==> config.mk <==
export PLATFORM = sky130hd
export DESIGN_NAME = forward_ctrl
export DESIGN_NICKNAME = d
export VERILOG_FILES = /design/src/rtl/forward_ctrl.sv
export SDC_FILE = /design/constraint.sdc
export NUM_CORES = 1
export LEC_CHECK = 0
export CORE_MARGIN = 2
export CORE_UTILIZATION = 44
export CTS_BUF_LIST = sky130_fd_sc_hd__clkbuf_8 sky130_fd_sc_hd__clkbuf_16
export DETAILED_ROUTE_END_ITERATION = 7
export PLACE_DENSITY = 0.83
export SLEW_MARGIN = 20
export SYNTH_ARGS = -nofsm -noshare
export SYNTH_HDL_FRONTEND = slang
export SYNTH_SLANG_ARGS = --single-unit
export TNS_END_PERCENT = 100
==> constraint.sdc <==
create_clock -name clk -period 1.68 [get_ports clk]
set_input_delay 0.168 -clock clk [delete_from_list [all_inputs] [get_ports clk]]
set_output_delay 0.168 -clock clk [all_outputs]
set_load 0.05 [all_outputs]
==> src/rtl/forward_ctrl.sv <==
// Forwarding / load-use hazard control for a 5-stage pipeline.
// Build option FORWARD_CTRL_FORWARDING_EN enables forwarding selects; without it every hazard stalls.
module forward_ctrl (
  input  logic       clk,
  input  logic       reset,
  input  logic       id_valid,
  input  logic [4:0] id_rn,
  input  logic [4:0] id_rm,
  input  logic [4:0] id_rd,
  input  logic       id_reg_write,
  input  logic       id_mem_read,
  input  logic       flush,
  output logic [1:0] fwd_a_sel,
  output logic [1:0] fwd_b_sel,
  output logic       stall
);

  typedef struct packed {
    logic       valid;
    logic [4:0] rd;
    logic       reg_write;
    logic       mem_read;
  } entry_t;

  localparam entry_t BUBBLE = '{valid: 1'b0, rd: 5'd0, reg_write: 1'b0, mem_read: 1'b0};

  localparam logic [1:0] SEL_RF  = 2'b00;
  localparam logic [1:0] SEL_MEM = 2'b01;
  localparam logic [1:0] SEL_WB  = 2'b10;
  localparam logic [1:0] SEL_RET = 2'b11;

  entry_t     ex_q, mem_q, wb_q;
  entry_t     ex_d;
  logic [1:0] fwd_a_q, fwd_b_q;
  logic [1:0] fwd_a_d, fwd_b_d;
  logic [1:0] sel_a, sel_b;
  logic       load_ex;
  logic       rn_ex, rn_mem, rn_wb;
  logic       rm_ex, rm_mem, rm_wb;

  // X31 is the zero register, so it never counts as a produced value.
  function automatic logic hit(input entry_t e, input logic [4:0] s);
    return e.valid & e.reg_write & (e.rd == s) & (s != 5'd31);
  endfunction

  function automatic logic [1:0] nearest(input logic h_ex, input logic h_mem, input logic h_wb);
    if (h_ex)
      return SEL_MEM;
    else if (h_mem)
      return SEL_WB;
    else if (h_wb)
      return SEL_RET;
    else
      return SEL_RF;
  endfunction

  always_comb begin
    rn_ex  = hit(ex_q,  id_rn);
    rn_mem = hit(mem_q, id_rn);
    rn_wb  = hit(wb_q,  id_rn);
    rm_ex  = hit(ex_q,  id_rm);
    rm_mem = hit(mem_q, id_rm);
    rm_wb  = hit(wb_q,  id_rm);
  end

`ifdef FORWARD_CTRL_FORWARDING_EN
  // Only a load in EX is too late to forward; everything else is bypassed.
  always_comb begin
    sel_a = nearest(rn_ex, rn_mem, rn_wb);
    sel_b = nearest(rm_ex, rm_mem, rm_wb);
    stall = id_valid & ~flush & ex_q.mem_read & (rn_ex | rm_ex);
  end
`else
  // No bypass paths: hold the consumer until every producer has retired.
  always_comb begin
    sel_a = SEL_RF;
    sel_b = SEL_RF;
    stall = id_valid & ~flush & (rn_ex | rn_mem | rn_wb | rm_ex | rm_mem | rm_wb);
  end
`endif

  always_comb begin
    load_ex = id_valid & ~stall & ~flush;
    ex_d    = BUBBLE;
    fwd_a_d = SEL_RF;
    fwd_b_d = SEL_RF;
    if (load_ex) begin
      ex_d.valid     = 1'b1;
      ex_d.rd        = id_rd;
      ex_d.reg_write = id_reg_write;
      ex_d.mem_read  = id_mem_read;
      fwd_a_d        = sel_a;
      fwd_b_d        = sel_b;
    end
  end

  always_ff @(posedge clk) begin
    if (reset) begin
      ex_q    <= BUBBLE;
      mem_q   <= BUBBLE;
      wb_q    <= BUBBLE;
      fwd_a_q <= SEL_RF;
      fwd_b_q <= SEL_RF;
    end else begin
      ex_q    <= ex_d;
      mem_q   <= ex_q;
      wb_q    <= mem_q;
      fwd_a_q <= fwd_a_d;
      fwd_b_q <= fwd_b_d;
    end
  end

  assign fwd_a_sel = fwd_a_q;
  assign fwd_b_sel = fwd_b_q;

  // Load flags past EX are tracked for completeness but never consulted.
  logic unused_mem_read;
  assign unused_mem_read = mem_q.mem_read ^ wb_q.mem_read;

endmodule

# Word level (Yosys, flattened, before mapping)
# Cells that the tools add are included.
# totals
ff_bits	21
word_cells	46
inputBits	21
out_inout_bits	5
# op_classes
n_reduce_logical	1
n_eq_ne	8
mux	1
n_bitwise	27
# ops
op	count
$eq 5x5->1	6
$and 1x1->1	19
$ne 5x5->1 const B	2
$mux 8	1
$or 1x1->1	5
$not 1->1	3
$reduce_or 2->1	1

# Longest topological paths before layout
# depth
ltp_word	14
depth_mapped	5
ltp_nobuf	5

# Least setup slack after synthesis
# No wires, ideal clock.
# synth_timing
kind	reg-to-output
start	reg mem_q[3] (netlist bit)
end	out stall
stages_incl_launch_ff	6
setup_slack_ns	-0.016
arrival_ns	1.528
path_cell_list	dfxtp_1 > xnor2_1 > nand4_1 > o32ai_2 > o2bb2ai_4 > o21a_1
# synth_between
elab_chain_cells	9
word_cells_on_any_way	12
cone_classes	eq/ne (2); bitwise (10)
# synth_lines
element	line	source
from (decl)	32	entry_t ex_q, mem_q, wb_q;
from (signal assigned)	106	mem_q <= ex_q;
$eq 5x5->1	43	return e.valid & e.reg_write & (e.rd == s) & (s != 5'd31);
$and 1x1->1 (2 in series)	43	
$or 1x1->1 (3 in series)	78	stall = id_valid & ~flush & (rn_ex | rn_mem | rn_wb | rm_ex | rm_mem | rm_wb);
$or 1x1->1 * (2 in series)	78	
$and 1x1->1 *	78	
to (decl)	15	output logic stall
# Every way passes the cells marked *; elsewhere a longest branch is shown, timed or not.

# Worst setup path after layout
# Same ends and word-level chain as after synthesis.

==> out/results.tsv <==
metric	value	unit
CTS tree	built	
Sw Share	24.2	%
share of the yosys chip area belonging to registers	38.7	%
minimum clock period	1850	ps
core box area	2410	um^2
routed wl met2	1.21	mm
router iterations before antenna repair	4	
WHS Path Cells	3	
critical path type	reg2out	
total number of yosys warnings	0	
Netlist Area Pre-Place	1090	um^2
vias per cell	4.99	
Sw Pwr	0.241	mW
GRT Overall Usage	19.2	%
die width	53.7	um
worst-case reg-to-reg path depth	7	
CTS buffer count	3	
worst skew pair latency	260	ps
worst setup margin	-171	ps
die area	2880	um^2
first-pass GRT wire length	3.90	mm
pin count of the biggest net entering global routing	15	
CP required	1510	ps
clk root buf	clkbuf_8	
Leakage Power	0.564	nW
Clock transition at path regs	70	ps
total of max-cap violations	0	
gpl congestion	0.857	
final non-filler cell total	172	
PD cells	661	nW/um^2
final setup fails	1	
RSZ-0062 raised after global routing	yes	
area leader, netlist	dfxtp_1	
Post-DP Area	1380	um^2
antenna diode count	0	
HPWL after DPL	1.90	mm
final period utilization	110	%
Clock Sinks	21	
row cnt	18	
area grow syn2layout	38.6	%
syn avg cell area	9.96	um^2
Total Power	0.995	mW
run status	finished with violations	
worst reg-to-reg setup slack	100	ps
Fin Clk Skew	2.89	ps
met3 wire len	122	um
post-route ant nets	0	
DR iter-0 viols	5	
vias in the first global route	859	
Gate power share	17.1	%
DRC errors left	0	
CP arrival	1680	ps
Worst Setup End Kind	output port	
violated checks	negative setup slack	
layout cells sized above 1	26.1	%
Routed WL	2.27	mm
WP buf/inv	1	
setup TNS	-171	ps
WL per Instance	13.2	um
crit-path max FO	3	
Final Hold Fails	0	
Top Layer Used	met4	
Int Pwr	0.754	mW
crit-path max cell delay	360	ps
top cells by area, synth	dfxtp_1 39%, xnor2_1 19%, nor2b_1 8.6%, xor2_1 4.8%, nand3b_1 4.1%	
reg2reg end	ex_q[7]	
IO Pins	26	
grt total ovfl	0	
top cell type's share of synthesized area	38.7	%
maximum vdd drop	0.409	mV
critical path's top delay family	compound AO/OA/AOI/OAI gates	
Synth Register Bits	21	
initial antenna violation count	0	
nature of the critical path startpoint	register	
hold path startpoint	id_rd[2]	
crit-path cells	xnor2_1 -> nand4_1 -> o32ai_2 -> o2bb2ai_4 -> o21a_2 -> buf_12	
Fin Hold WS	461	ps
Pins Over Slew Limit	0	
Crit-path slowest cell	o32ai_2	
nets	164	
H-tree depth	1	
met1 wire length	894	um
Synth Instances	109	
Initial Utilization	45.1	%
Seq pwr share	51.5	%
placed cells	165	
Crit Reg-Reg Startpoint	mem_q[3]	
hold endpoint	ex_q[4]	
Max Clock Freq	540	MHz
Max clock buf depth	2	
final instance area	1510	um^2
worst hold-check path type	in2reg	
Synth cell types	21	
PortBufs	20	
Clock power frac	31.4	%
vias after detailed routing	858	
die height	53.7	um
-- cells in the final DEF (no fill, tap or decap) --
master | Yosys | layout
nor4b_4 | 1 | 1
nor3_2 | 0 | 1
nand4_1 | 5 | 5
nand3_1 | 6 | 6
o2bb2ai_4 | 1 | 1
o21a_2 | 0 | 1
clkdlybuf4s50_1 | 0 | 9
nand2_2 | 0 | 1
o22ai_2 | 0 | 1
xor2_2 | 0 | 1
dlymetal6s2s_1 | 0 | 1
xnor2_2 | 0 | 3
conb_1 | 1 | 4
nor3_1 | 7 | 6
dfxtp_1 | 21 | 14
and3_1 | 1 | 1
nor2b_1 | 15 | 15
nand2_1 | 3 | 2
dlygate4sd2_1 | 0 | 9
buf_4 | 4 | 13
xor2_1 | 6 | 5
clkbuf_8 | 0 | 3
o32ai_2 | 1 | 1
dfxtp_4 | 0 | 3
xnor2_1 | 24 | 21
buf_12 | 0 | 1
dfxtp_2 | 0 | 4
o22a_4 | 1 | 1
nand3b_1 | 6 | 6
inv_1 | 0 | 1
nor4_2 | 0 | 1
-- worst max-delay path by stage --
stage / startpoint / endpoint / slack, ps / cells after the start
after global routing: mem_q[6] / stall / -240 / 6
after detailed placement: id_rn[4] / stall / -380 / 7
final: mem_q[3] / stall / -170 / 6
after floorplan: mem_q[3] / stall / 110 / 5
after CTS: wb_q[4] / stall / -200 / 6
after global placement: id_rn[2] / stall / -230 / 7
-- power by group through the flow --
stage / Combinational, mW / Sequential [mW] / Clock, mW
finish: 0.170 / 0.512 / 0.313
detailed placement: 0.170 / 0.527 / 0
global placement: 0.165 / 0.527 / 0
floorplan: 0.0932 / 0.525 / 0
CTS: 0.167 / 0.516 / 0.322
global route: 0.184 / 0.514 / 0.344
-- stage by stage --
step / utilization [%] / setup WS (ps)
4_1_cts: 60.9 / -198
3_5_place_dp: 57.3 / -379
2_1_floorplan: - / 109
3_3_place_gp: 57.3 / -232
5_1_grt: 62.5 / -238
6_report: 62.5 / -171
-- logic make-up (layout without fill, tap and decap cells) --
logic type / after synthesis / after routing / share of synthesized area [%]
AND/OR/NAND/NOR: 45 / 45 / 26.0
flip-flops: 21 / 21 / 38.7
other: 1 / 4 / 0.345
buffers and inverters: 7 / 37 / 3.80
XOR/XNOR: 30 / 30 / 24.2
AO/OA/AOI/OAI: 5 / 5 / 6.91
-- what timing repair did --
| item | in CTS | in global routing |
|---|---|---|
| setup buffers | 3 | 0 |
| setup endpoints to repair | 2 | 1 |
| endpoints found under the hold margin | 0 | 0 |
| pin swaps | 7 | 11 |
| hold buffers | 0 | 0 |
| gates resized for setup | 16 | 12 |
-- layer usage --
metal | global-route usage, % | vias up
li1 | - | 428
met1 | 21.8 | 396
met2 | 36.2 | 30
met3 | 1.94 | 4
met4 | 7.69 | 0
met5 | 0 | -
-- Yosys cell counts (all sizes together) --
cell / number
and3: 1
nand3: 6
clkbuf: 2
xnor2: 24
buf: 5
dfxtp: 21
nor4b: 1
conb: 1
o2bb2ai: 1
nor3: 7
o21a: 1
nor4: 1
o22ai: 1
o22a: 1
nand2: 3
o32ai: 1
nand4: 5
nand3b: 6
nor2b: 15
xor2: 6
-- flip-flops by register name, summed over array words and instances (netlist names) --
| signal | count |
|---|---|
| ex_q | 7 |
| wb_q | 7 |
| mem_q | 7 |
-- worst min-delay path, cell delays in order --
cell             delay, ps
clkdlybuf4s50_1        390
nand3b_1                70
nor3_1                  40
-- area by class of cell --
cell class	count	area [um^2]
Sequential cell	21	437
Clock inverter	1	3.75
Clock buffer	3	41.3
Multi-Input combinational cell	84	687
Timing Repair Buffer	33	299
Tap cell	30	37.5
Fill cell	208	905
(Power assumes the default switching activity.)
